## config.mk

```make
export PLATFORM = sky130hd
export DESIGN_NAME = uart_hex_sender
export DESIGN_NICKNAME = d
export VERILOG_FILES = /design/src/rtl/uart_pkg.sv /design/src/rtl/uart_tx_engine.sv /design/src/rtl/uart_hex_sender.sv
export SDC_FILE = /design/constraint.sdc
export NUM_CORES = 1
export LEC_CHECK = 0
export CELL_PAD_IN_SITES_DETAIL_PLACEMENT = 1
export CELL_PAD_IN_SITES_GLOBAL_PLACEMENT = 1
export CORE_ASPECT_RATIO = 0.8
export CORE_MARGIN = 2
export CORE_UTILIZATION = 42
export DETAILED_ROUTE_END_ITERATION = 12
export PLACE_DENSITY_LB_ADDON = 0.1
export SYNTH_ARGS = -nofsm -noshare
export SYNTH_HDL_FRONTEND = slang
export SYNTH_HIERARCHICAL = 1
export SYNTH_SLANG_ARGS = --single-unit
```

## constraint.sdc

```tcl
create_clock -name i_Clk -period 2.08 [get_ports i_Clk]
set_clock_uncertainty 0.15 [all_clocks]
set_input_delay 0.208 -clock i_Clk [delete_from_list [all_inputs] [get_ports i_Clk]]
set_output_delay 0.208 -clock i_Clk [all_outputs]
set_load 0.01 [all_outputs]
```

## src/rtl/uart_pkg.sv

```systemverilog
// Shared types and helpers for the UART hex sender: ASCII constants, FSM state types, nibble mapping.
// Optional CR/LF states exist only when UART_HEX_SENDER_CRLF_EN is defined.
package uart_pkg;

  localparam logic [7:0] ASCII_ZERO    = 8'h30;
  localparam logic [7:0] ASCII_UPPER_A = 8'h41;
  localparam logic [7:0] ASCII_CR      = 8'h0D;
  localparam logic [7:0] ASCII_LF      = 8'h0A;

  typedef enum logic [2:0] {
    SEQ_IDLE    = 3'd0,
    SEQ_SEND_HI = 3'd1,
    SEQ_SEND_LO = 3'd2,
`ifdef UART_HEX_SENDER_CRLF_EN
    SEQ_SEND_CR = 3'd3,
    SEQ_SEND_LF = 3'd4,
`endif
    SEQ_FINISH  = 3'd5
  } seq_state_e;

  typedef enum logic [1:0] {
    TX_IDLE  = 2'd0,
    TX_START = 2'd1,
    TX_DATA  = 2'd2,
    TX_STOP  = 2'd3
  } tx_state_e;

  function automatic logic [7:0] nibble_to_ascii(input logic [3:0] nib);
    logic [7:0] chr;
    if (nib < 4'd10) begin
      chr = ASCII_ZERO + {4'h0, nib};
    end else begin
      chr = ASCII_UPPER_A + {4'h0, nib} - 8'd10;
    end
    return chr;
  endfunction

endpackage

```

## src/rtl/uart_tx_engine.sv

```systemverilog
// 8N1 UART transmitter: start bit, 8 data bits LSB first, stop bit, each CLKS_PER_BIT clocks.
module uart_tx_engine
  import uart_pkg::*;
#(
  parameter int CLKS_PER_BIT = 217
) (
  input  logic       i_Clk,
  input  logic       i_Rst_L,
  input  logic [7:0] i_TX_Byte,
  input  logic       i_TX_DV,
  output logic       o_TX_Active,
  output logic       o_TX_Serial,
  output logic       o_TX_Done
);

  localparam int CW = $clog2(CLKS_PER_BIT);
  localparam logic [CW-1:0] LAST_CNT = CW'(CLKS_PER_BIT - 1);
  localparam logic [CW-1:0] PEN_CNT  = CW'(CLKS_PER_BIT - 2);

  tx_state_e     state_q, state_d;
  logic [CW-1:0] cnt_q, cnt_d;
  logic [2:0]    idx_q, idx_d;
  logic [7:0]    data_q, data_d;
  logic          serial_q, serial_d;
  logic          active_q, active_d;
  logic          done_q, done_d;

  // Next-state logic; done is raised for the final clock of the stop bit so the
  // sequencer can act on the very edge at which the line becomes free.
  always_comb begin
    state_d  = state_q;
    cnt_d    = cnt_q;
    idx_d    = idx_q;
    data_d   = data_q;
    serial_d = serial_q;
    active_d = active_q;
    done_d   = 1'b0;
    case (state_q)
      TX_IDLE: begin
        cnt_d    = '0;
        idx_d    = 3'd0;
        serial_d = 1'b1;
        if (i_TX_DV) begin
          data_d   = i_TX_Byte;
          serial_d = 1'b0;
          active_d = 1'b1;
          state_d  = TX_START;
        end else begin
          active_d = 1'b0;
        end
      end
      TX_START: begin
        if (cnt_q == LAST_CNT) begin
          cnt_d    = '0;
          serial_d = data_q[0];
          state_d  = TX_DATA;
        end else begin
          cnt_d = cnt_q + 1'b1;
        end
      end
      TX_DATA: begin
        if (cnt_q == LAST_CNT) begin
          cnt_d = '0;
          if (idx_q == 3'd7) begin
            idx_d    = 3'd0;
            serial_d = 1'b1;
            state_d  = TX_STOP;
          end else begin
            idx_d    = idx_q + 3'd1;
            serial_d = data_q[idx_q + 3'd1];
          end
        end else begin
          cnt_d = cnt_q + 1'b1;
        end
      end
      TX_STOP: begin
        if (cnt_q == LAST_CNT) begin
          cnt_d    = '0;
          active_d = 1'b0;
          state_d  = TX_IDLE;
        end else begin
          cnt_d  = cnt_q + 1'b1;
          done_d = (cnt_q == PEN_CNT);
        end
      end
      default: begin
        cnt_d    = '0;
        idx_d    = 3'd0;
        serial_d = 1'b1;
        active_d = 1'b0;
        state_d  = TX_IDLE;
      end
    endcase
  end

  // State and output registers; the line idles high out of reset.
  always_ff @(posedge i_Clk or negedge i_Rst_L) begin
    if (!i_Rst_L) begin
      state_q  <= TX_IDLE;
      cnt_q    <= '0;
      idx_q    <= 3'd0;
      data_q   <= 8'h00;
      serial_q <= 1'b1;
      active_q <= 1'b0;
      done_q   <= 1'b0;
    end else begin
      state_q  <= state_d;
      cnt_q    <= cnt_d;
      idx_q    <= idx_d;
      data_q   <= data_d;
      serial_q <= serial_d;
      active_q <= active_d;
      done_q   <= done_d;
    end
  end

  assign o_TX_Active = active_q;
  assign o_TX_Serial = serial_q;
  assign o_TX_Done   = done_q;

endmodule

```

## src/rtl/uart_hex_sender.sv

```systemverilog
// Sends a strobed byte as two uppercase ASCII hex characters over UART (high nibble first).
// Define UART_HEX_SENDER_CRLF_EN to append CR and LF after the two hex characters.
module uart_hex_sender
  import uart_pkg::*;
#(
  parameter int CLKS_PER_BIT = 217
) (
  input  logic       i_Clk,
  input  logic       i_Rst_L,
  input  logic [7:0] i_Byte,
  input  logic       i_Byte_DV,
  output logic       o_Busy,
  output logic       o_Done,
  output logic       o_UART_TX
);

  seq_state_e state_q, state_d;
  logic [7:0] byte_q, byte_d;
  logic       busy_q, busy_d;
  logic       done_q, done_d;
  logic       tx_dv_s;
  logic [7:0] tx_byte_s;
  logic       tx_active_s;
  logic       tx_done_s;

  // Sequencer: the first character is handed to the engine on the accepting edge
  // itself; later characters are loaded in the first (idle) clock of their state.
  always_comb begin
    state_d   = state_q;
    byte_d    = byte_q;
    busy_d    = busy_q;
    done_d    = 1'b0;
    tx_dv_s   = 1'b0;
    tx_byte_s = 8'h00;
    case (state_q)
      SEQ_IDLE, SEQ_FINISH: begin
        if (i_Byte_DV) begin
          byte_d    = i_Byte;
          busy_d    = 1'b1;
          tx_dv_s   = 1'b1;
          tx_byte_s = nibble_to_ascii(i_Byte[7:4]);
          state_d   = SEQ_SEND_HI;
        end else begin
          state_d = SEQ_IDLE;
        end
      end
      SEQ_SEND_HI: begin
        if (tx_done_s) begin
          state_d = SEQ_SEND_LO;
        end else begin
          state_d = SEQ_SEND_HI;
        end
      end
      SEQ_SEND_LO: begin
        tx_byte_s = nibble_to_ascii(byte_q[3:0]);
        if (!tx_active_s) begin
          tx_dv_s = 1'b1;
        end else if (tx_done_s) begin
`ifdef UART_HEX_SENDER_CRLF_EN
          state_d = SEQ_SEND_CR;
`else
          busy_d  = 1'b0;
          done_d  = 1'b1;
          state_d = SEQ_FINISH;
`endif
        end else begin
          state_d = SEQ_SEND_LO;
        end
      end
`ifdef UART_HEX_SENDER_CRLF_EN
      SEQ_SEND_CR: begin
        tx_byte_s = ASCII_CR;
        if (!tx_active_s) begin
          tx_dv_s = 1'b1;
        end else if (tx_done_s) begin
          state_d = SEQ_SEND_LF;
        end else begin
          state_d = SEQ_SEND_CR;
        end
      end
      SEQ_SEND_LF: begin
        tx_byte_s = ASCII_LF;
        if (!tx_active_s) begin
          tx_dv_s = 1'b1;
        end else if (tx_done_s) begin
          busy_d  = 1'b0;
          done_d  = 1'b1;
          state_d = SEQ_FINISH;
        end else begin
          state_d = SEQ_SEND_LF;
        end
      end
`endif
      default: begin
        busy_d  = 1'b0;
        state_d = SEQ_IDLE;
      end
    endcase
  end

  // Sequencer state, latched byte and handshake output registers.
  always_ff @(posedge i_Clk or negedge i_Rst_L) begin
    if (!i_Rst_L) begin
      state_q <= SEQ_IDLE;
      byte_q  <= 8'h00;
      busy_q  <= 1'b0;
      done_q  <= 1'b0;
    end else begin
      state_q <= state_d;
      byte_q  <= byte_d;
      busy_q  <= busy_d;
      done_q  <= done_d;
    end
  end

  uart_tx_engine #(
    .CLKS_PER_BIT(CLKS_PER_BIT)
  ) u_tx_engine (
    .i_Clk      (i_Clk),
    .i_Rst_L    (i_Rst_L),
    .i_TX_Byte  (tx_byte_s),
    .i_TX_DV    (tx_dv_s),
    .o_TX_Active(tx_active_s),
    .o_TX_Serial(o_UART_TX),
    .o_TX_Done  (tx_done_s)
  );

  assign o_Busy = busy_q;
  assign o_Done = done_q;

endmodule

```

==> results.py <==
metrics = {
    "clocking": {
        "h-tree-depth": 2,
        "cts_buffer_depth": 2,
        "root_buffer": "clkbuf_8",
        "cts_buffers": 5,
        "clk_latency_ns": 0.28,
        "clkTransAtPathRegs_ns": 0.07,
        "hold_buffers": 0,
        "cts.sinks": 33,
        "cts_tree": "yes",
    },
    "worst_setup_path": {
        "cp.arrival_ns": 1.97,
        "path_cells": "nand4b_2, nor3_4, mux2_2, a22o_1",
        "end_kind": "flip-flop",
        "cp_max_fo": 8,
        "criticalPathCategory": "reg -> reg",
        "cp-start-kind": "flip-flop",
        "cp.required_ns": 2.10,
        "critPathTopFamily": "simple AND/OR/NAND/NOR gates",
        "slowest_stage": "dfrtp_1",
        "cp.buffers_inverters": 0,
        "crit_start": "u_tx_engine/cnt_q[5]",
        "worst_path_largest_cell_delay_ns": 0.41,
        "reg2reg_from": "u_tx_engine/cnt_q[5]",
    },
    "die": {
        "die_x_um": 80.2,
        "initial_utilization_pct": 43.2,
        "ios": 14,
        "rows": 22,
        "dieArea_sq_um": 5210,
        "coreArea_sq_um": 4510,
        "die_h_um": 65.0,
    },
    "route": {
        "drt_wl_total_um": 4050,
        "first_pass_iters": 4,
        "drc": 0,
        "ant_nets": 0,
        "wl_per_cell_um": 15.4,
        "drtIter0Drc": 76,
        "via_per_inst": 5.39,
        "vias": 1417,
    },
    "global_routing": {
        "grt.total_usage_pct": 17.3,
        "met3_usage_pct": 4.18,
        "grt_pass1_vias": 1508,
        "gr-total-overflow": 0,
        "grt_util_met2_pct": 27.7,
        "busiest_layer": "met2",
        "grt_pass1_wl_um": 6950,
        "met1_usage_pct": 23.3,
        "grt_max_degree": 34,
        "antenna_found_initial": 0,
    },
    "synthesis": {
        "yosysUniqueCellTypes": 47,
        "synth-simple-area-share_pct": 15.8,
        "synth_edf_count": 0,
        "syn_inst": 180,
        "synth_fp_nets": 202,
        "ys_warn_count": 6,
        "ys.flop_type": "dfrtp_1",
        "synth_top_family_by_area": "simple AND/OR/NAND/NOR gates",
        "synthAdderAreaFrac_pct": 7.06,
        "synth-async-reset-ratio_pct": 100,
        "ys_seq_area_share_pct": 42.4,
        "syn_avg_cell_area_sq_um": 10.8,
        "synth_compound_area_share_pct": 11.8,
        "syn_area_sq_um": 1950,
        "synth_mux_area_share_pct": 14.8,
        "synth-xor-area-share_pct": 3.59,
        "ys_ff_latch": 33,
    },
    "placed_design": {
        "port_buffers": 13,
        "dp_hpwl_um": 3120,
        "post-place-cells": 255,
        "gp_congestion": 0.869,
    },
    "power": {
        "power_density_nw_per_um2": 573,
        "clkPwrFrac_pct": 47.1,
        "intPower_w": 0.00106,
        "p_leak_nw": 1.02,
        "combPwrFrac_pct": 4.2,
        "seqPwrFrac_pct": 48.7,
        "peakVddDrop_uv": 443,
        "switching_share_pct": 19.7,
        "p_switching_w": 0.000259,
    },
    "timing": {
        "setup_viol": 0,
        "maxSlewHeadroom_pct": 61.7,
        "setup-tns-final_ns": 0,
        "min_period_ns": 1.95,
        "worst_slew_pin_slew_ns": 0.573,
        "slew_viol_final": 0,
        "hold_violations": 0,
        "max_freq_ghz": 0.513,
        "fin_crit_sh_pct": 93.7,
        "rsz0062_at_grt": "false",
    },
    "min_path": {
        "hold_class": "in -> async",
    },
    "layout": {
        "final_cells": 263,
        "layout.nets": 224,
        "final_layout_size_suffix_gt1_share_pct": 19.7,
        "diodes": 0,
        "areaGrowthSynthToFinish_pct": 17.8,
    },
    "run_status": {
        "status": "complete, no violations",
    },
    "flow_run": {
        "cap_violations": 0,
    },
}
## metrics by stage
stage          hold slack (ns)  total power (W)  util (%)  instance area (sq um)  worst slack [ns]
2_1_floorplan           -0.238         0.000666         -                   1950             0.109
3_3_place_gp             0.326         0.000707      48.1                   2170             0.157
3_5_place_dp             0.344         0.000710      48.1                   2170            0.0536
4_1_cts                  0.194          0.00134      50.6                   2290            0.0409
5_1_grt                  0.222          0.00137      50.9                   2300            0.0326
6_report                 0.171          0.00132      50.9                   2300             0.131
## cells in the mapped netlist (4+ instances only)
master / n / area share (%)
xnor2_1: 6 / 2.7
dfrtp_1: 32 / 41
o21ai_0: 7 / 1.8
a22o_1: 5 / 2.2
nand3_1: 4 / 1.0
a21oi_1: 8 / 2.1
nand3b_1: 4 / 1.5
mux2_2: 12 / 6.9
mux2_4: 4 / 3.1
o22ai_1: 6 / 1.9
ha_1: 11 / 7.1
nand2_1: 8 / 1.5
inv_1: 12 / 2.3
nor2_1: 17 / 3.3
## path summary, 6_finish.rpt
kind,to,slack (ns),depth (start not counted)
max,u_tx_engine/idx_q[2],0.13,4
min,u_tx_engine/data_q[3],0.17,2
max reg2reg,u_tx_engine/idx_q[2],0.13,4
min reg2reg,u_tx_engine/cnt_q[0],0.35,1
max in group asynchronous,u_tx_engine/o_TX_Serial,1.27,2
min in group i_Clk,u_tx_engine/cnt_q[0],0.35,1
## worst reg2reg max path, stage by stage, from the launching register on
cell and delay (ns):
dfrtp_1 0.41, nand4b_2 0.27, nor3_4 0.39, mux2_2 0.39
a22o_1 0.22
## cells in the final DEF (no fill, tap or decap), types with 2 or more instances in the layout
cell / instances
dfrtp_1: 31
nor2_1: 17
clkdlybuf4s50_1: 13
inv_1: 12
mux2_2: 12
ha_1: 11
nand2_1: 8
a21oi_1: 8
buf_4: 7
o21ai_0: 6
o22ai_1: 6
clkbuf_8: 6
a22o_1: 5
xnor2_1: 5
nand3b_1: 4
nand3_1: 4
mux2_4: 4
nor2b_1: 3
nand2b_1: 3
mux2i_1: 3
nor3b_1: 2
and4b_1: 2
xor2_1: 2
mux4_1: 2
## cell type report
class | instances | area, sq um
fillers | 505 | 2220
multi-input cells | 130 | 1050
flip-flops and latches | 33 | 828
clock buffers | 7 | 86.3
well taps | 60 | 75.1
repair buffers | 20 | 183
inverters | 12 | 45.0
clock inverters | 1 | 30.0
## routing by layer
layer	wire [um]	vias to the layer above	share of wire (%)
li1	-	688	-
met1	2040	715	50
met2	1890	9	47
met3	80	5	2.0
met4	41	0	1.0
met5	0	-	0
## what timing repair did
action	4_1_cts	5_1_grt
hold endpoints to repair	0	0
buffers inserted	0	0
resized for setup	0	4
endpoints found under the setup margin	0	9
## power by group through the flow
stage,Combinational [W],Clock (W),Sequential [W]
final,0.0000550,0.000621,0.000642
after global routing,0.0000616,0.000666,0.000641
after CTS,0.0000567,0.000642,0.000641
after detailed placement,0.0000564,0,0.000654
after global placement,0.0000537,0,0.000654
after floorplan,0.0000116,0,0.000654
## flip-flops by register name, summed over array words and instances, names as in the netlist
register and count:
u_tx_engine/o_TX_Done 1, u_tx_engine/state_q 2, o_Done 1, byte_q 4, state_q 3, o_Busy 1
u_tx_engine/o_TX_Active 1, u_tx_engine/cnt_q 8, u_tx_engine/data_q 8, u_tx_engine/o_TX_Serial 1, u_tx_engine/idx_q 3
## cell families (layout without fill, tap and decap cells)
family / Yosys count / after routing
and+or+nand+nor: 53 / 53
AOI/OAI and AO/OA: 35 / 35
DFF: 33 / 33
muxes: 22 / 22
buffers and inverters: 17 / 40
adders and majority gates: 11 / 11
xor gates and xnor gates: 8 / 8
other: 1 / 1
(Power assumes the default switching activity.)
